==> src/rtl/dht11_pkg.sv <==
// Shared encodings for the DHT11 bus controller: FSM states, status codes and
// frame geometry.
package dht11_pkg;

   localparam int unsigned FRAME_BITS = 40;

   typedef logic [3:0] state_t;

   localparam state_t S_IDLE      = 4'd0;
   localparam state_t S_START_LOW = 4'd1;
   localparam state_t S_RELEASE   = 4'd2;
   localparam state_t S_RESP_LOW  = 4'd3;
   localparam state_t S_RESP_HIGH = 4'd4;
   localparam state_t S_BIT_LOW   = 4'd5;
   localparam state_t S_BIT_HIGH  = 4'd6;
   localparam state_t S_CHECK     = 4'd7;
   localparam state_t S_ERR       = 4'd8;
   localparam state_t S_FIN       = 4'd9;

   typedef logic [1:0] status_t;

   localparam status_t ST_OK      = 2'd0;
   localparam status_t ST_NORESP  = 2'd1;
   localparam status_t ST_TIMEOUT = 2'd2;
   localparam status_t ST_CKSUM   = 2'd3;

   function automatic int unsigned max2(input int unsigned a, input int unsigned b);
      return (a > b) ? a : b;
   endfunction

endpackage

==> src/rtl/dht11_bus_controller_dq_sync.sv <==
// Two-flop synchroniser for the raw DQ pad plus single-cycle rise/fall pulses.
module dht11_dq_sync (
   input  logic clk,
   input  logic rst,
   input  logic dq_in,
   output logic rise,
   output logic fall
);

   logic meta;
   logic sync;
   logic prev;

   // Reset to the idle (pulled-up) level so leaving reset creates no edge.
   always_ff @(posedge clk) begin
      if (rst) begin
         meta <= 1'b1;
         sync <= 1'b1;
         prev <= 1'b1;
      end else begin
         meta <= dq_in;
         sync <= meta;
         prev <= sync;
      end
   end

   assign rise = sync & ~prev;
   assign fall = ~sync & prev;

endmodule

==> src/rtl/dht11_bus_controller.sv <==
// One complete DHT11 transaction per accepted start: host start pulse, sensor
// response handshake, 40-bit MSB-first read and checksum verification.
module dht11_bus_controller
   import dht11_pkg::*;
#(
   parameter int unsigned START_LOW_CYC  = 18000,
   parameter int unsigned RELEASE_CYC    = 30,
   parameter int unsigned TIMEOUT_CYC    = 200,
   parameter int unsigned BIT_THRESH_CYC = 50,
   parameter int unsigned HOLDOFF_CYC    = 1000000
) (
   input  logic       clk,
   input  logic       rst,
   input  logic       start,
   input  logic       dq_in,
   output logic       dq_oe,
   output logic       busy,
   output logic       done,
   output logic [1:0] status,
   output logic [7:0] hum_int,
   output logic [7:0] hum_dec,
   output logic [7:0] temp_int,
   output logic [7:0] temp_dec
);

   localparam int unsigned MAX_CYC = max2(max2(max2(START_LOW_CYC, RELEASE_CYC + TIMEOUT_CYC),
                                               max2(TIMEOUT_CYC, BIT_THRESH_CYC)),
                                          HOLDOFF_CYC);
   localparam int unsigned CW = $clog2(MAX_CYC) + 1;

   localparam logic [CW-1:0] START_LAST = CW'(START_LOW_CYC - 1);
   localparam logic [CW-1:0] REL_LAST   = CW'(RELEASE_CYC + TIMEOUT_CYC - 1);
   localparam logic [CW-1:0] TMO_LAST   = CW'(TIMEOUT_CYC - 1);
   localparam logic [CW-1:0] THRESH     = CW'(BIT_THRESH_CYC);
   localparam logic [CW-1:0] HOLD_LAST  = CW'(HOLDOFF_CYC - 1);
   localparam logic [CW-1:0] CNT_ONE    = CW'(1);
   localparam logic [5:0]    LAST_IDX   = 6'(FRAME_BITS - 1);

   logic                  rise;
   logic                  fall;
   state_t                state;
   state_t                state_nx;
   logic [CW-1:0]         cnt;
   logic [5:0]            idx;
   logic [FRAME_BITS-1:0] sr;
   status_t               code;
   status_t               code_nx;
   logic                  holdoff_ok;
   logic [7:0]            cksum;

   dht11_dq_sync u_sync (
      .clk   (clk),
      .rst   (rst),
      .dq_in (dq_in),
      .rise  (rise),
      .fall  (fall)
   );

   assign cksum = sr[39:32] + sr[31:24] + sr[23:16] + sr[15:8];

   always_comb begin
      state_nx = state;
      code_nx  = code;
      case (state)
         S_IDLE: begin
            if (start && holdoff_ok) state_nx = S_START_LOW;
         end
         S_START_LOW: begin
            if (cnt == START_LAST) state_nx = S_RELEASE;
         end
         S_RELEASE: begin
            if (fall) begin
               state_nx = S_RESP_LOW;
            end else if (cnt == REL_LAST) begin
               state_nx = S_ERR;
               code_nx  = ST_NORESP;
            end
         end
         S_RESP_LOW: begin
            if (rise) begin
               state_nx = S_RESP_HIGH;
            end else if (cnt == TMO_LAST) begin
               state_nx = S_ERR;
               code_nx  = ST_NORESP;
            end
         end
         S_RESP_HIGH: begin
            if (fall) begin
               state_nx = S_BIT_LOW;
            end else if (cnt == TMO_LAST) begin
               state_nx = S_ERR;
               code_nx  = ST_NORESP;
            end
         end
         S_BIT_LOW: begin
            if (rise) begin
               state_nx = S_BIT_HIGH;
            end else if (cnt == TMO_LAST) begin
               state_nx = S_ERR;
               code_nx  = ST_TIMEOUT;
            end
         end
         S_BIT_HIGH: begin
            // The closing edge of bit 39 is the sensor's end-of-frame low pulse.
            if (fall) begin
               state_nx = (idx == LAST_IDX) ? S_CHECK : S_BIT_LOW;
            end else if (cnt == TMO_LAST) begin
               state_nx = S_ERR;
               code_nx  = ST_TIMEOUT;
            end
         end
         S_CHECK: begin
            state_nx = S_FIN;
            code_nx  = (cksum == sr[7:0]) ? ST_OK : ST_CKSUM;
         end
         S_ERR: begin
            state_nx = S_FIN;
         end
         S_FIN: begin
            state_nx = S_IDLE;
         end
         default: begin
            state_nx = S_IDLE;
         end
      endcase
   end

   always_ff @(posedge clk) begin
      if (rst) begin
         state      <= S_IDLE;
         cnt        <= '0;
         idx        <= '0;
         sr         <= '0;
         code       <= ST_OK;
         status     <= ST_OK;
         hum_int    <= '0;
         hum_dec    <= '0;
         temp_int   <= '0;
         temp_dec   <= '0;
         holdoff_ok <= 1'b1;
      end else begin
         state <= state_nx;
         code  <= code_nx;

         // One counter serves every state; in IDLE it times the holdoff and then parks.
         if (state_nx != state) begin
            cnt <= '0;
         end else if (!(state == S_IDLE && holdoff_ok)) begin
            cnt <= cnt + CNT_ONE;
         end

         if (state == S_FIN) begin
            holdoff_ok <= 1'b0;
         end else if (state == S_IDLE && !holdoff_ok && cnt == HOLD_LAST) begin
            holdoff_ok <= 1'b1;
         end

         if (state == S_IDLE && state_nx == S_START_LOW) begin
            sr <= '0;
         end

         if (state == S_RESP_HIGH && fall) begin
            idx <= '0;
         end

         if (state == S_BIT_HIGH && fall) begin
            sr  <= {sr[FRAME_BITS-2:0], (cnt >= THRESH)};
            idx <= idx + 6'd1;
         end

         if (state == S_CHECK && cksum == sr[7:0]) begin
            hum_int  <= sr[39:32];
            hum_dec  <= sr[31:24];
            temp_int <= sr[23:16];
            temp_dec <= sr[15:8];
         end

         if (state == S_FIN) begin
            status <= code;
         end
      end
   end

   assign dq_oe = (state == S_START_LOW);
   assign busy  = (state != S_IDLE) && (state != S_FIN);
   assign done  = (state == S_FIN);

endmodule

==> config.mk <==
export PLATFORM = sky130hd
export DESIGN_NAME = dht11_bus_controller
export DESIGN_NICKNAME = d
export VERILOG_FILES = /design/src/rtl/dht11_pkg.sv /design/src/rtl/dht11_bus_controller_dq_sync.sv /design/src/rtl/dht11_bus_controller.sv
export SDC_FILE = /design/constraint.sdc
export NUM_CORES = 1
export LEC_CHECK = 0
export ABC_AREA = 0
export CORE_ASPECT_RATIO = 0.75
export CORE_UTILIZATION = 65
export CTS_BUF_LIST = sky130_fd_sc_hd__clkbuf_8
export CTS_CLUSTER_DIAMETER = 200
export DETAILED_ROUTE_END_ITERATION = 10
export GPL_ROUTABILITY_DRIVEN = 0
export PLACE_DENSITY = 0.87
export SETUP_SLACK_MARGIN = 0.5
export SYNTH_ARGS = -nofsm -noshare
export SYNTH_HDL_FRONTEND = slang
export SYNTH_SLANG_ARGS = --single-unit
==> constraint.sdc <==
create_clock -name clk -period 7.3 [get_ports clk]
set_input_delay 1.46 -clock clk [delete_from_list [all_inputs] [get_ports clk]]
set_output_delay 1.46 -clock clk [all_outputs]
set_load 0.02 [all_outputs]
Word-level counts from Yosys, hierarchy flattened --
Cells that the tools add are included.
Cells by class: add/subtract/negate cells 5, multiply operators 0, div/mod/pow operators 0, order comparisons 1, equality and inequality tests 24, shifts and indexed selects 0, muxes and demuxes 27, bitwise operators 4, reductions and logical operators 19
Operators with widths (number):
- two-way mux 40 bit | 2
- equality test 21 x 8 -> 1 bit (second input constant) | 2
- two-way mux 4 bit | 9
- one-hot mux 4 bit (8 select lines) | 1
- adder 8 bit | 3
- adder 21 x 1 -> 21 bit (second input constant) | 1
- equality test 21 x 15 -> 1 bit (second input constant) | 1
- equality test 21 x 20 -> 1 bit (second input constant) | 1
- >= comparator 21 x 6 -> 1 bit (second input constant) | 1
- two-way mux 2 bit | 10
- equality test 4 x 3 -> 1 bit (second input constant) | 4
- two-way mux 6 bit | 2
- inequality test 2 bit (second input constant) | 6
- one-hot mux 2 bit (6 select lines) | 1
- logical AND 1 bit | 9
- equality test 4 x 1 -> 1 bit (second input constant) | 2
- equality test 4 x 2 -> 1 bit (second input constant) | 2
- equality test 4 bit (second input constant) | 2
- equality test 8 bit | 1
- AND reduction 7 bit | 1
- adder 6 x 1 -> 6 bit (second input constant) | 1
- equality test 6 bit (second input constant) | 1
- nonzero test 2 bit | 3
- nonzero test 6 bit | 1
- other kinds (9) | 13
Word-level totals: bits in registers 111, latch bits 0, memory bits (writable) 0, ROM bits 0, input port bits 4, output and inout bits 37, word-level logic and storage cells 94, memories kept 0

Logic depth before layout (Yosys ltp) --
word-level depth 8, depth in mapped cells 13, mapped depth without buffers 12

Cells and area by module --
A second synthesis with hierarchy kept.
Second synthesis, totals: cells, all modules 612, area, all modules 5336.4 um2
Modules (own cells, without submodules):
- dht11_bus_controller | times used 1, cells an instance 604, area each 5243.8 um2, sequential area each 2162.1 um2
- dht11_dq_sync | times used 1, cells an instance 8, area each 92.6 um2, sequential area each 60.1 um2

Worst setup path before layout --
OpenSTA, ideal clock, no wires.
path type reg-to-reg, from reg sr[9], to reg hum_dec[0], setup time 0.072 ns, arrival 3.535 ns, data required time 7.228 ns, slack 3.694 ns, stages on the path, launching flop included 13, path buffers 1, clock period less this slack 3.606 ns, cells stage by stage dfxtp_1 fa_1 inv_1 fa_1 inv_1 ha_1 fa_1 xor2_1 a2111oi_0 o2111ai_1 nor4_4 buf_2 mux2i_1
On the way: word-level cells in the longest chain between the ends 3
Ends and longest elaborated chain:
- from (decl) | line dht11_bus_controller.sv:45 | logic [FRAME_BITS-1:0] sr;
- from (signal assigned) | line dht11_bus_controller.sv:167 | sr <= {sr[FRAME_BITS-2:0], (cnt >= THRESH)};
- adder 8 bit | line dht11_bus_controller.sv:59 | assign cksum = sr[39:32] + sr[31:24] + sr[23:16] + sr[15:8];
- equality test 8 bit | line dht11_bus_controller.sv:171 | if (state == S_CHECK && cksum == sr[7:0]) begin
- logical AND 1 bit | line dht11_bus_controller.sv:171
- to (signal assigned) | line dht11_bus_controller.sv:173 | hum_dec <= sr[31:24];
- to (decl) | line dht11_bus_controller.sv:21 | output logic [7:0] hum_dec,
Every way passes these cells. A chain may end at the register's enable or synchronous reset.

Final worst setup path --
from reg sr[9], to reg temp_int[0]
On the way: word-level cells in the longest chain between the ends 3
Ends and longest elaborated chain:
- adder 8 bit | line dht11_bus_controller.sv:59
- equality test 8 bit | line dht11_bus_controller.sv:171
- logical AND 1 bit | line dht11_bus_controller.sv:171
- to (signal assigned) | line dht11_bus_controller.sv:174 | temp_int <= sr[23:16];
- to (decl) | line dht11_bus_controller.sv:22 | output logic [7:0] temp_int,
Every way passes these cells.

==> metrics.md <==
| Metric | Value |
|---|---|
| Sequential share of power | `about three fifths` |
| Synth top area share | `around two fifths` |
| Post-synthesis net count | `roughly 630` |
| Largest net degree at the start of global routing | `between 100 and 150` |
| IO Pins | `a little over 40` |
| Initial antenna violation count | `0` |
| Hold Startpoint | `u_sync.meta$_SDFF_PP1_` |
| Slowest cell delay on critical path | `960 ps` |
| Hpwl dp | `approximately 8.1 mm` |
| Cts repair resizes | `0` |
| Vias in the first global route | `between 3000 and 4000` |
| Most used cell, CP | `fa_1` |
| Setup crit end kind | `register` |
| Synth Instances | `602` |
| Reg-to-reg slack, setup | `2660 ps` |
| Fmax achieved | `about 220 MHz` |
| Final Hold Violating Endpoints | `0` |
| Initial DRC Count | `447` |
| Crit path launch | `sr[9]$_SDFFE_PP0P_` |
| Residual DRC | `0` |
| Clock-pin transition on the worst setup and hold timing paths | `around 100 ps` |
| Post-synth EDFFs | `0` |
| Combinational Power Share | `under 10%` |
| Wire length per cell | `around 16 um` |
| Via/cell ratio | `~5.9` |
| TritonCTS clock tree | `done` |
| Bufs and invs on worst path | `3` |
| Post-CTS Setup Bufs | `0` |
| Hold Path Class | `register to register` |
| Worst-path fanout max | `19` |
| Worst reg2reg path startpoint | `sr[9]$_SDFFE_PP0P_` |
| Worst r2r dst | `temp_int[0]$_SDFFE_PP0P_` |
| Nets@finish | `between 600 and 700` |
| Core Footprint | `0.00806 mm^2` |
| Worst Skew | `about 7.6 ps` |
| Clk sinks | `roughly 110` |
| Chip Height | `81.8 um` |
| Synth Register Bits | `between 100 and 150` |
| Unrepaired setup endpoints after global routing | `false` |
| Routed Antenna Nets | `0` |
| R2R depth | `12` |
| Synth top area cells | `dfxtp_1 40%, nand2b_1 7.6%, mux2i_1 6.4%` |
| Die area | `roughly 0.0089 mm^2` |
| Layout cells sized above 1 | `~5.1%` |
| Crit path required time | `7600 ps` |
| Worst-margin pin slew | `about 1200 ps` |
| Hold Path Depth | `1` |
| Switching share of total power | `between 20 and 25%` |
| Minimum clock period | `around 4600 ps` |
| Worst slew margin | `18.4%` |
| Hold EP | `u_sync.sync$_SDFF_PP1_` |
| CTS Buf Count | `9` |
| YS warnings | `0` |
| Slowest CP cell | `nor4_4` |
| Primary FF master, synth | `dfxtp_1` |
| CP startpoint kind | `register` |
| Worst path cell trace | `fa_1 -> inv_1 -> fa_1 -> inv_1 -> ha_1 -> fa_1 -> xor2_1 -> a2111oi_0 -> o2111ai_1 -> nor4_4 -> buf_4 -> mux2i_1` |
| Distinct cell type count after synthesis | `53` |
| Clk pwr share | `a little under two fifths` |
| Max-cap violation count | `0` |
| Net switching power figure | `about 0.23 mW` |
| Tcrit/Tclk final | `63.6%` |
| Top Family by Delay on Critical Path | `adder cells` |
| DP Area | `slightly below 0.006 mm^2` |
| CTS hold repair buffers | `0` |
| Crit path arrival time | `4950 ps` |
| Final Slew Violations | `0` |
| GRT Resource Usage Total | `approximately 28%` |
| Worst skew pair latency | `about 370 ps` |
| Most frequent cells in the layout | `111 x dfxtp_1, 67 x nand2b_1, 60 x nor2_1, 40 x a22oi_1, 39 x clkdlybuf4s50_1` |
| Die W | `~110 um` |
| Setup Viol. Count Final | `0` |
| Internal power | `0.808 mW` |
| Number of H-tree levels | `3` |
| Netlist Area Pre-Place | `around 0.0055 mm^2` |
| Placed Cells incl. Taps | `713` |
| Power per cell area | `169 mW/mm^2` |
| Area leader, netlist | `dfxtp_1` |
| Peak VDD IR | `between 0.1 and 0.15 mV` |
| Non-Filler Instances | `729` |
| DR pass1 iterations | `5` |
| Leak | `2.19 nW` |
| P&R area growth vs syn | `11.4%` |
| GRT Residual Overflow | `0` |
| Most common cell after layout, fill and taps aside | `dfxtp_1` |
| Initial Utilization | `around 68%` |
| Sequential share of the synthesized area | `between 40% and 50%` |
| Finished Cell Area | `around 0.006 mm^2` |
| Critical path type | `register to register` |
| Fin Setup TNS | `0 ps` |
| Via count | `between 4000 and 5000` |
| Status | `finished clean` |
| Synth async-reset ratio | `0%` |
| Mean Syn Cell Area | `roughly 9 um^2` |
| Clk buf depth | `2` |
| Rows | `28` |
| Post-Route WL | `around 12 mm` |
| IO buf count | `40` |
| Clock Tree Root | `clkbuf_8` |
| Ant diodes | `0` |
| First-pass GRT wire length | `a little under 20 mm` |
| Total power | `roughly 1.0 mW` |
## synthesized netlist by cell type, drive strengths merged, types with 2 or more instances
master	count
nand2b	67
a22oi	40
nor2b	3
and3	7
o21ai	8
a21oi	18
or2	3
nand2	31
o21bai	3
a211oi	3
mux2i	35
fa	14
dfxtp	111
nor3	26
a21o	2
and4	3
or4	2
buf	8
nor3b	5
nand4b	2
or3	2
nand4	5
nor2	61
xnor2	16
inv	15
nor4	4
a41oi	2
xor2	23
o211ai	2
o2111ai	2
a211o	2
ha	11
a2111oi	3
a31oi	6
nand3	13
clkbuf	32
and2	3
## state kept, by name, summed over array words and instances (netlist names), 2 cells and up
| signal | cells |
|---|---|
| temp_int | 8 |
| hum_int | 8 |
| status | 2 |
| sr | 40 |
| code | 2 |
| hum_dec | 8 |
| temp_dec | 8 |
| state | 4 |
| cnt | 21 |
| idx | 6 |
## logic make-up (layout without fill, tap and decap cells)
family	after synthesis	count (layout)	synth area share, %
AO/OA/AOI/OAI	97	97	12.3
XOR/XNOR	39	39	6.19
adder cells (fa/ha/maj)	25	25	7.58
buffers and inverters	55	77	3.99
flip-flops	111	111	40.3
multiplexers	35	35	6.35
AND/OR/NAND/NOR	240	240	23.3
## stage by stage
stage	hold slack, ps	util, %	setup slack (ps)
floorplan	389	-	3690
global placement	391	73.6	2880
detailed placement	410	73.6	2690
CTS	431	76.2	2630
global route	442	76.2	2320
finish	426	76.2	2660
## layout make-up
class	instances	area, um^2
clock buffer	12	165
clock inverter	4	45.0
fill	568	1920
inverter	15	56.3
multi-input combinational	436	3080
sequential	111	2220
tap	105	131
timing repair buffer	46	440
## power groups by stage
stage               registers [mW]  logic [mW]  clock network [mW]
finish                       0.610      0.0454               0.383
global route                 0.611      0.0494               0.412
CTS                          0.610      0.0447               0.389
detailed placement           0.624      0.0442                   0
global placement             0.624      0.0434                   0
floorplan                    0.623      0.0359                   0
## per-layer routing
metal | wire length [um] | vias up | share of wire (%) | global-route usage (%)
li1 | - | 2123 | - | -
met2 | 5340 | 137 | 46 | 44.7
met4 | 96 | 0 | 0.82 | 6.62
met1 | 5600 | 2049 | 48 | 39.5
met5 | 0 | - | 0 | 0
met3 | 688 | 15 | 5.9 | 6.11
## worst max path at each step
| stage | endpoint | slack, ps | depth (start not counted) |
|---|---|---|---|
| 2_1_floorplan | hum_dec[0]$_SDFFE_PP0P_ | 3690 | 12 |
| 3_3_place_gp | temp_dec[1]$_SDFFE_PP0P_ | 2880 | 12 |
| 3_5_place_dp | temp_int[0]$_SDFFE_PP0P_ | 2690 | 12 |
| 4_1_cts | hum_dec[4]$_SDFFE_PP0P_ | 2630 | 12 |
| 5_1_grt | temp_int[0]$_SDFFE_PP0P_ | 2320 | 12 |
| 6_report | temp_int[0]$_SDFFE_PP0P_ | 2660 | 12 |
## worst register-to-register path: cells and delay by family (launching register included)
| kind | cells | cell delay, ps |
|---|---|---|
| buf+inv | 3 | 570 |
| fa+ha+maj | 4 | 1690 |
| compound gates | 2 | 580 |
| flops | 1 | 360 |
| simple gates | 1 | 960 |
| xor+xnor | 1 | 150 |
| mux | 1 | 260 |
(Power assumes the default switching activity.)
==> edit: new RTL, config.mk and constraints unchanged <==
Register the inputs `start` and `dq_in` before use, cleared by the reset. The logic sees them one clock later.
--- a/src/rtl/dht11_bus_controller.sv
+++ b/src/rtl/dht11_bus_controller.sv
@@ -36,6 +36,19 @@
    localparam logic [CW-1:0] CNT_ONE    = CW'(1);
    localparam logic [5:0]    LAST_IDX   = 6'(FRAME_BITS - 1);
 
+   logic start_q;
+   logic dq_q;
+
+   always_ff @(posedge clk) begin
+      if (rst) begin
+         start_q <= '0;
+         dq_q    <= '0;
+      end else begin
+         start_q <= start;
+         dq_q    <= dq_in;
+      end
+   end
+
    logic                  rise;
    logic                  fall;
    state_t                state;
@@ -51,7 +64,7 @@
    dht11_dq_sync u_sync (
       .clk   (clk),
       .rst   (rst),
-      .dq_in (dq_in),
+      .dq_in (dq_q),
       .rise  (rise),
       .fall  (fall)
    );
@@ -63,7 +76,7 @@
       code_nx  = code;
       case (state)
          S_IDLE: begin
-            if (start && holdoff_ok) state_nx = S_START_LOW;
+            if (start_q && holdoff_ok) state_nx = S_START_LOW;
          end
          S_START_LOW: begin
             if (cnt == START_LAST) state_nx = S_RELEASE;
Check against the original RTL: not equivalent (Yosys sat finds a counterexample within 4 cycles, from zero or initial values and one cycle with rst high).
==> edit against the original RTL <==
  * Synthesized area decreased by 0.61%
  * Routed wire length grew 15%
  * Worst setup slack improved by 0.19 ns
  * Global-route usage grew 4.2 points
  * Design area grew 2.0%
  * Maximum frequency rose by 4.3%
  * Total power rose by 18%
  * Sequential cell count rose by 2
  * Critical path depth is the same
  * Via count is 13% higher
  * Core utilization is 1.8 points higher
  * Clock power increased by 46%
  * Sequential power grew 2%
==> edit: results (changes against the original RTL) <==
----------------------------------------------------
[Layout]
  Number of nets in the final layout ... 664 (+2.5%)
  Fill count ... 513 (-9.7%)
  Regs by FF count ... sr (40), cnt (21)
  Ratio of cells with drive above 1 in the final layout ... 0.0789 (+0.0277)

[Detailed routing]
  Starting DRC count in detailed routing ... 401 (-10%)
  Routed length per instance ... 18.0 µm (+12%)
  Via count ... 4871 (+13%)
  Detailed-routing wirelength on met1 ... 5.88 mm (+5.0%)
  Total met3 wirelength after detailed routing ... 1.43 mm (+110%)
  Length of routed met2 wiring ... 6.08 mm (+14%)

[Global route]
  Via count of the first global-routing pass ... 4410 (+10%)
  GR Util All Layers ... 0.324 (+0.0421)
  First-pass GRT wire length ... 21.8 mm (+12%)
  Largest net degree at the start of global routing ... 93 (-26%)

[Power and ir drop]
  Worst voltage drop across the vdd grid ... 182 µV (+32%)
  Lkg Pwr ... 2.21 nW (+0.91%)

[Critical path]
  Data arrival at the endpoint of the critical path ... 4.76 ns (-0.19 ns)
  Critical Path Fanout Max ... 33 (+14)

[Clock tree]
  Number of buffers added for setup after CTS ... 0 (unchanged)
  Clock-pin slew reported for the worst setup and hold paths after clock tree synthesis ... 0.06 ns (-0.04 ns)
  Maximum count of clock buffers along a single path ... 2 (unchanged)
  Insertion delay to the later sink of the worst-skew pair ... 0.43 ns (+0.06 ns)
  Number of buffers created by CTS ... 17 (+8)
  CTS Root Buffer Type ... clkbuf_8
  Depth of the CTS H-tree ... 4 (+1)

[Yosys]
  Post-synth net total ... 645 (+2.2%)
  Fraction of registers with async set/reset ... 0 (unchanged)
  Cell types with the largest area share after synthesis ... dfxtp_1 41%, a22oi_1 5.6%, fa_1 5.1%, nor2_1 4.7%, a21oi_1 4.7%
  Warnings from Yosys ... 0 (unchanged)
  Distinct cells, synth ... 55 (+3.8%)
  Register area share after synthesis ... 0.413 (+0.00979)
  Synth cell count leaders ... 113 x dfxtp_1, 69 x nor2_1, 51 x a21oi_1

[Placement]
  Setup slack at placement ... 2.87 ns (+0.176 ns)
  Placed wire-length estimate after detailed placement ... 8.72 mm (+8.1%)

[Status]
  Outcome ... finished, final reports clean

[Timing]
  Clock skew ... 0.00975 ns (+0.00215 ns)
  Rel. slew slack ... 0.148 (-0.0366)

----------------------------------------------------
## edit: cells by family after synthesis
family	after synthesis	share of synthesized area
DFF	113	0.413
AOI/OAI and AO/OA	156	0.182
xor gates and xnor gates	37	0.0642
adders and majority gates	25	0.0763
muxes	4	0.00731
and+or+nand+nor	218	0.208
buffers and inverters	63	0.0489
## edit: final timing paths
kind	from	to	slack, ns	cells past startpoint
worst max-delay path	sr[9]	code[0]	2.84	12
worst min-delay path	dq_q	u_sync.meta	0.42	1
worst max register to register	sr[9]	code[0]	2.84	12
worst min register to register	dq_q	u_sync.meta	0.42	1
## edit: power by group
| group | switching, W | internal [W] | total [W] | leakage, nW |
|---|---|---|---|---|
| clock network | 0.000241 | 0.000320 | 0.000561 | 0.211 |
| logic | 0.0000262 | 0.0000110 | 0.0000372 | 1.09 |
| registers | 0.00000432 | 0.000619 | 0.000623 | 0.911 |
## edit: routing by layer
layer	vias to the layer above	track usage
met5	-	0
met4	0	0.118
met3	19	0.0984
met2	259	0.493
met1	2331	0.437
li1	2262	-
## edit: final cells by class
type	instances	area (µm²)	share of cell area
sequential	113	2260	0.361
timing repair buffer	47	448	0.0715
tap	105	131	0.0210
clock buffer	20	275	0.0440
inverter	16	60.1	0.00959
multi-input combinational	440	2990	0.477
clock inverter	10	97.6	0.0156
## edit: worst max-delay path: stages, from the launching register on
cell,delay [ns]
dfxtp_1,0.35
fa_1,0.55
inv_1,0.05
fa_1,0.52
inv_1,0.05
ha_1,0.21
fa_1,0.41
nand3_1,0.16
a21oi_1,0.10
or3_4,0.36
a211oi_4,1.05
a21oi_1,0.17
o41a_1,0.35
## edit: per-stage QoR
stage | hold WS [ns] | power [W] | area, µm² | instances | utilization
floorplan | 0.389 | 0.000663 | 5480 | 616 | -
global placement | 0.391 | 0.000672 | 5890 | 721 | 0.734
detailed placement | 0.397 | 0.000673 | 5890 | 721 | 0.734
CTS | 0.416 | 0.00123 | 6260 | 751 | 0.781
global route | 0.439 | 0.00126 | 6260 | 751 | 0.781
finish | 0.415 | 0.00122 | 6260 | 751 | 0.781
